===== src/rtl/neuron_pkg.sv =====
// rtl/neuron_pkg.sv - shared constants and state encoding for the layer neurons
package neuron_pkg;

  localparam int DEFAULT_DATA_W = 32;
  localparam int DEFAULT_FRAC_W = 16;

  localparam int ACT_LINEAR = 0;
  localparam int ACT_RELU   = 1;
  localparam int ACT_LEAKY  = 2;

  typedef enum logic [1:0] {
    ST_IDLE   = 2'd0,
    ST_ACCUM  = 2'd1,
    ST_DRAIN  = 2'd2,
    ST_RESULT = 2'd3
  } state_e;

endpackage


===== src/rtl/neuron_act_sat.sv =====
// rtl/neuron_act_sat.sv - wide accumulator to DATA_W saturation followed by activation
module neuron_act_sat
  import neuron_pkg::*;
#(
  parameter int ACC_W      = 64,
  parameter int DATA_W     = DEFAULT_DATA_W,
  parameter int ACT_MODE   = ACT_RELU,
  parameter int LEAK_SHIFT = 3
) (
  input  logic signed [ACC_W-1:0]  acc_i,
  output logic signed [DATA_W-1:0] result_o,
  output logic                     sat_o
);

  logic [ACC_W-DATA_W:0]    top_bits;
  logic signed [DATA_W-1:0] sat_val;

  // The value fits in DATA_W only when every bit above the result sign bit matches it.
  always_comb begin
    top_bits = acc_i[ACC_W-1:DATA_W-1];
    sat_o    = !((&top_bits) || !(|top_bits));
    if (sat_o) begin
      sat_val = acc_i[ACC_W-1] ? {1'b1, {(DATA_W-1){1'b0}}} : {1'b0, {(DATA_W-1){1'b1}}};
    end else begin
      sat_val = acc_i[DATA_W-1:0];
    end
    result_o = sat_val;
    if (sat_val[DATA_W-1]) begin
      if (ACT_MODE == ACT_RELU) begin
        result_o = '0;
      end else if (ACT_MODE == ACT_LEAKY) begin
        result_o = sat_val >>> LEAK_SHIFT;
      end
    end
  end

endmodule


===== src/rtl/neuron_mac_param.sv =====
// rtl/neuron_mac_param.sv - parametrised fixed-point neuron: bias + sum of value*weight, saturate, activate
module neuron_mac_param
  import neuron_pkg::*;
#(
  parameter int DATA_W     = DEFAULT_DATA_W,
  parameter int FRAC_W     = DEFAULT_FRAC_W,
  parameter int N_INPUTS   = 784,
  parameter int ACT_MODE   = ACT_RELU,
  parameter int LEAK_SHIFT = 3
) (
  input  logic                     clk,
  input  logic                     rst_n,
  input  logic                     clear,
  input  logic                     bias_load,
  input  logic                     in_valid,
  output logic                     in_ready,
  input  logic signed [DATA_W-1:0] value,
  input  logic signed [DATA_W-1:0] weight,
  output logic                     out_valid,
  input  logic                     out_ready,
  output logic signed [DATA_W-1:0] out_data,
  output logic                     sat_flag,
  output logic                     busy
);

  localparam int ACC_W = 2*DATA_W - FRAC_W + $clog2(N_INPUTS+1);
  localparam int CNT_W = (N_INPUTS > 1) ? $clog2(N_INPUTS) : 1;
  localparam logic [CNT_W-1:0] CNT_LAST = CNT_W'(N_INPUTS-1);

  state_e                     state_q, state_d;
  logic signed [ACC_W-1:0]    acc_q, acc_d;
  logic signed [2*DATA_W-1:0] prod_q, prod_full, prod_shift;
  logic                       p_vld_q;
  logic [CNT_W-1:0]           cnt_q;
  logic signed [DATA_W-1:0]   out_data_q, act_result;
  logic                       sat_q, act_sat;
  logic                       accept, start, last_accept;

  assign in_ready    = (state_q == ST_ACCUM);
  assign out_valid   = (state_q == ST_RESULT);
  assign busy        = (state_q != ST_IDLE);
  assign out_data    = out_data_q;
  assign sat_flag    = sat_q;
  assign accept      = in_valid & in_ready;
  assign start       = (state_q == ST_IDLE) & bias_load;
  assign last_accept = accept & (cnt_q == CNT_LAST);
  assign prod_full   = value * weight;
  assign prod_shift  = prod_q >>> FRAC_W;

  always_comb begin
    state_d = state_q;
    if (clear) begin
      state_d = ST_IDLE;
    end else begin
      case (state_q)
        ST_IDLE:   if (bias_load)   state_d = ST_ACCUM;
        ST_ACCUM:  if (last_accept) state_d = ST_DRAIN;
        ST_DRAIN:                   state_d = ST_RESULT;
        ST_RESULT: if (out_ready)   state_d = ST_IDLE;
        default:                    state_d = ST_IDLE;
      endcase
    end
  end

  // The result register is loaded from acc_d so the final product is included on RESULT entry.
  always_comb begin
    acc_d = acc_q;
    if (clear) begin
      acc_d = '0;
    end else if (start) begin
      acc_d = ACC_W'(value);
    end else if (p_vld_q) begin
      acc_d = acc_q + ACC_W'(prod_shift);
    end
  end

  neuron_act_sat #(
    .ACC_W      (ACC_W),
    .DATA_W     (DATA_W),
    .ACT_MODE   (ACT_MODE),
    .LEAK_SHIFT (LEAK_SHIFT)
  ) u_act_sat (
    .acc_i    (acc_d),
    .result_o (act_result),
    .sat_o    (act_sat)
  );

  always_ff @(posedge clk or negedge rst_n) begin
    if (!rst_n) begin
      state_q <= ST_IDLE;
    end else begin
      state_q <= state_d;
    end
  end

  always_ff @(posedge clk or negedge rst_n) begin
    if (!rst_n) begin
      acc_q      <= '0;
      prod_q     <= '0;
      p_vld_q    <= 1'b0;
      cnt_q      <= '0;
      out_data_q <= '0;
      sat_q      <= 1'b0;
    end else begin
      acc_q <= acc_d;
      if (clear) begin
        p_vld_q <= 1'b0;
        cnt_q   <= '0;
      end else begin
        p_vld_q <= accept;
        if (accept) begin
          prod_q <= prod_full;
        end
        // Holding at the last index keeps the counter from wrapping when N_INPUTS is a power of two.
        if (start) begin
          cnt_q <= '0;
        end else if (accept && !last_accept) begin
          cnt_q <= cnt_q + CNT_W'(1);
        end
        if (state_q == ST_DRAIN) begin
          out_data_q <= act_result;
          sat_q      <= act_sat;
        end
      end
    end
  end

endmodule

===== config.mk =====
export PLATFORM = sky130hd
export DESIGN_NAME = neuron_mac_param
export DESIGN_NICKNAME = d
export VERILOG_FILES = /design/src/rtl/neuron_pkg.sv /design/src/rtl/neuron_act_sat.sv /design/src/rtl/neuron_mac_param.sv
export SDC_FILE = /design/constraint.sdc
export NUM_CORES = 2
export LEC_CHECK = 0
export CORE_ASPECT_RATIO = 0.9
export CORE_UTILIZATION = 60
export CTS_BUF_LIST = sky130_fd_sc_hd__clkbuf_4
export CTS_CLUSTER_SIZE = 14
export DETAILED_ROUTE_END_ITERATION = 12
export PLACE_DENSITY = 0.91
export SYNTH_ARGS = -nofsm -noshare
export SYNTH_HDL_FRONTEND = slang
export SYNTH_SLANG_ARGS = --single-unit
export TNS_END_PERCENT = 50

===== constraint.sdc =====
create_clock -name clk -period 4.4 [get_ports clk]
set_clock_uncertainty 0.15 [all_clocks]
set_input_delay 1.1 -clock clk [delete_from_list [all_inputs] [get_ports clk]]
set_output_delay 1.1 -clock clk [all_outputs]
set_load 0.01 [all_outputs]

==> results of run 1 <==
cell families after synthesis:
logic type	Yosys count	share of synthesized area, %
XOR/XNOR	100	1.922
adder cells (fa/ha/maj)	1324	54.19
other	1	0.008231
AND/OR/NAND/NOR	1529	16.61
AO/OA/AOI/OAI	499	7.434
multiplexers	28	0.6234
flip-flops	151	8.294
buffers and inverters	1316	10.92
cells in the mapped netlist, types with 19 or more instances:
master / instances
a21o_1: 55
o21ai_0: 94
fa_1: 1082
mux2i_1: 25
nor3_1: 22
o221a_1: 31
xnor2_1: 61
nor2_1: 172
ha_1: 242
nand2b_1: 19
nand2_1: 646
xor2_1: 39
dfrtp_1: 151
nand3_1: 29
a211oi_1: 52
and3_1: 25
clkbuf_1: 252
nand4_1: 29
inv_1: 1047
and2_1: 511
a21oi_1: 140
layer usage:
layer	GRT overflow	track usage, %
met5	0	27.14
met4	2	52.77
met3	0	43.58
met2	0	73.06
met1	0	56.71
repair_timing:
action,CTS
endpoints found under the setup margin,80
hold buffers,0
gates resized for setup,398
pin swaps,179
setup buffers,119
cloned,16
stage by stage:
step           utilization, %  area, um^2  setup slack [ps]  instances  hold WS (ps)
2_1_floorplan               -       45930             -3578       4948         297.3
3_3_place_gp            70.27       52620             -4553       6379         319.7
3_5_place_dp            70.27       52620             -5110       6379         338.0
4_1_cts                 73.43       54990             -3681       6544         365.1
==> impl_metrics.py, run 1 <==
metrics = {
    "clocking": {
        "root_buffer": "clkbuf_4",
        "cts_max_level": 4,
        "cts_sinks": 151,
        "ctsLongestPathBuffers": 2,
        "cts_buffers": 17,
    },
    "synth": {
        "ys_seq_area_share_pct": 8.294,
        "netlist.top_cell.by_area": "fa_1",
        "ys_async_sr_fraction_pct": 100.0,
        "synth_edf_count": 0,
        "synth_area_per_cell_um2": 9.208,
        "yosys_warnings": 0,
        "ys_types": 84,
        "synth_top_area_share_pct": 47.54,
        "ys_seq_elements": 151,
        "synth_fp_nets": 6342,
        "syn_inst": 4948,
        "netlist_area_um2": 45560,
        "synthTopCellsByArea": "fa_1, inv_1, dfrtp_1",
        "ys.flop_type": "dfrtp_1",
    },
    "floorplanning": {
        "fp.dieH_um": 263.4,
        "num_rows": 95,
        "pin_count": 106,
        "start_util_pct": 60.84,
        "die_x_um": 292.5,
    },
    "status": {
        "error": "[ERROR GRT-0116] Global routing finished with congestion. Check the congestion regions in the DRC Viewer.",
        "status": "stopped before the end",
        "failed_stage": "global routing (5_1_grt)",
    },
    "grt": {
        "grt_remaining_overflow": 2,
        "grt_pass1_wl_um": 320200,
        "grt_max_degree": 79,
        "grt_pass1_vias": 51810,
        "track_usage_pct": 57.16,
    },
    "placement": {
        "port_buffers": 104,
        "place.gp.congestion": 0.9875,
        "dp_hpwl_um": 119200,
    },
}
==> run 2: changes to the inputs <==
--- a/config.mk
+++ b/config.mk
@@ -5,12 +5,9 @@
 export SDC_FILE = /design/constraint.sdc
 export NUM_CORES = 2
 export LEC_CHECK = 0
-export CORE_ASPECT_RATIO = 0.9
-export CORE_UTILIZATION = 60
-export CTS_BUF_LIST = sky130_fd_sc_hd__clkbuf_4
-export CTS_CLUSTER_SIZE = 14
+export CORE_UTILIZATION = 40
 export DETAILED_ROUTE_END_ITERATION = 12
-export PLACE_DENSITY = 0.91
+export PLACE_DENSITY_LB_ADDON = 0.15
 export SYNTH_ARGS = -nofsm -noshare
 export SYNTH_HDL_FRONTEND = slang
 export SYNTH_SLANG_ARGS = --single-unit
==> constraint.sdc (replaced) <==
create_clock -name clk -period 5.7 [get_ports clk]
set_clock_uncertainty 0.15 [all_clocks]
set_input_delay 1.425 -clock clk [delete_from_list [all_inputs] [get_ports clk]]
set_output_delay 1.425 -clock clk [all_outputs]
set_load 0.01 [all_outputs]
==> run 2 against run 1 <==
The flow now finishes, with violations (setup timing). Area after synthesis unchanged. Synthesized cell count is the same.
==> impl_metrics.py, run 2 <==
metrics = {
    "routing": {
        "vias": 35060,
        "wl_per_cell_um": 19.94,
        "drt_first_pass_iters": 5,
        "routed_wl_um": 138400,
        "vias_per_cell": 5.049,
        "antenna_left": 0,
        "drc": 0,
        "drt-initial-drc-count": 1750,
    },
    "synth": {
        "netlist.top_cell.by_area": "fa_1",
        "netlist_area_um2": 45560,
        "synthTopCellsByCount": "fa_1, inv_1, nand2_1",
        "synth_fp_nets": 6342,
        "syn_inst": 4948,
        "yosys_warnings": 0,
        "synth_compound_area_share_pct": 7.434,
        "synth_edf_count": 0,
        "ys_seq_elements": 151,
        "ys.flop_type": "dfrtp_1",
        "yosys.area_share.simple_pct": 16.61,
        "ys_async_sr_fraction_pct": 100.0,
        "synth_top_family_by_area": "adder cells",
        "yosysMostFrequentCell": "fa_1",
        "synth_top_area_share_pct": 47.54,
        "yosys.area_share.adder_pct": 54.19,
        "synthTopCellsByArea": "fa_1, inv_1, dfrtp_1",
        "synthMuxAreaShare_pct": 0.6234,
        "synth-xor-area-share_pct": 1.922,
        "ys_types": 84,
        "ys_seq_area_share_pct": 8.294,
        "synth_area_per_cell_um2": 9.208,
    },
    "final_layout": {
        "largest-register": "acc_q",
        "design_area_um2": 55920,
        "mostFrequentLayoutCells": "fa_1, inv_1, nand2_1",
        "layout_commonest_cell": "fa_1",
        "fin_cells": 6943,
        "final_nets": 6820,
        "drive_gt1_share_pct": 18.83,
        "synthToLayoutAreaGrowth_pct": 22.73,
        "largest_reg_flops": 58,
    },
    "sta": {
        "finalCriticalPeriod_ps": 8427,
        "drv_slew": 0,
        "finalWorstSetupSlack_ps": -2727,
        "fin_crit_sh_pct": 147.8,
        "clock.fmax_mhz": 118.7,
        "slew_headroom_pct": 40.08,
        "worst_slew_pin_slew_ps": 893.4,
        "holdWs_ps": 346.4,
        "hold_viol_final": 0,
        "rsz0062_at_grt": "true",
        "setup-violations-final": 48,
    },
    "placement": {
        "placedInstanceArea_um2": 52160,
        "port_buffers": 104,
        "dp_slack_ps": -3648,
        "dp.cells": 6752,
        "place.gp.congestion": 0.8816,
        "dp_hpwl_um": 110100,
    },
    "clocking": {
        "cts_buffers": 17,
        "ctsLongestPathBuffers": 2,
        "worst_skew_pair.late_latency_ps": 460,
        "cts_tree": "yes",
        "cts_max_level": 4,
        "root_buffer": "clkbuf_16",
        "cts_sinks": 151,
        "clk_pin_slew_ps": 70,
    },
    "floorplanning": {
        "pin_count": 106,
        "die_x_um": 339.5,
        "core_um2": 112700,
        "dieArea_um2": 115300,
        "fp.dieH_um": 339.5,
        "num_rows": 123,
        "start_util_pct": 40.44,
    },
    "critical_path": {
        "worstPathArrival_ps": 8680,
        "critPathMaxFanout": 5,
        "max_stage_delay_ps": 610,
        "cpMaxStageDelayCell": "fa_1",
        "start_kind": "primary input",
        "worstSetupEndpointType": "flop",
        "crit_top_cell": "fa_1",
        "rrSetupSlack_ps": 270,
        "crit_required_ps": 5950,
        "crit_type": "in -> reg",
    },
    "grt": {
        "antenna_found_initial": 5,
        "grt_remaining_overflow": 0,
        "grt_pass1_wl_um": 218400,
        "track_usage_pct": 24.57,
        "grt_pass1_vias": 37900,
        "grt_max_degree": 82,
    },
    "status": {
        "failed_checks": "setup timing",
        "status": "finished with violations",
    },
    "hold_path": {
        "hp-class": "reg -> reg",
    },
    "flow_run": {
        "drv_cap": 0,
    },
}
## run 2: cell counts after synthesis
Identical to the previous run, type by type.
## run 2: logic make-up after synthesis
| kind of cell | Yosys count |
|---|---|
| and+or+nand+nor | 1529 |
| adders and majority gates | 1324 |
| buffers and inverters | 1316 |
| AOI/OAI and AO/OA | 499 |
| DFF | 151 |
| xor gates and xnor gates | 100 |
| muxes | 28 |
| other | 1 |
## run 2: critical path, delay by kind of cell
kind            cells  cell delay, ps
simple gates        7            1220
buf+inv             8             700
compound gates      5             910
fa+ha+maj           9            4410
## run 2: cell type report
cell class | instances | area, um^2
Sequential cell | 151 | 3780
Tap cell | 1500 | 1877
Multi-Input combinational cell | 3481 | 38070
Antenna cell | 4 | 10.01
Inverter | 1050 | 3948
Fill cell | 10620 | 56740
Clock buffer | 22 | 494.2
Timing Repair Buffer | 725 | 7651
Clock inverter | 10 | 85.08
## run 2: final timing paths
check	start	to	cells past startpoint
worst min register to register	prod_q[54]	prod_q[54]	2
min in group asynchronous	rst_n	acc_q[54]	1
worst max-delay path	value[12]	prod_q[63]	29
max in group asynchronous	rst_n	acc_q[8]	2
worst min-delay path	prod_q[54]	prod_q[54]	2
worst max register to register	prod_q[16]	out_data[5]	16
## run 2: routing by layer
metal  part of all wire [%]  global-route usage [%]
met5                 0.0058                       0
met4                    3.2                   6.081
met3                    3.3                   2.044
met2                     54                   45.55
met1                     40                   30.65
## run 2: timing repair
action,CTS,global route
resized for setup,467,164
pin swaps,204,156
setup endpoints to repair,48,48
setup buffers,97,31
cloned,25,5
hold buffers,0,0
## run 2: metrics by stage
| step | util (%) | TNS, ps |
|---|---|---|
| floorplan | - | -102320 |
| global placement | 46.30 | -153010 |
| detailed placement | 46.30 | -152360 |
| CTS | 48.92 | -106990 |
| global route | 49.63 | -116650 |
| finish | 49.64 | -107460 |
Power of run 2 is not shown: default switching activity piles up to over one toggle a cycle in this logic, so the estimate is an artifact.
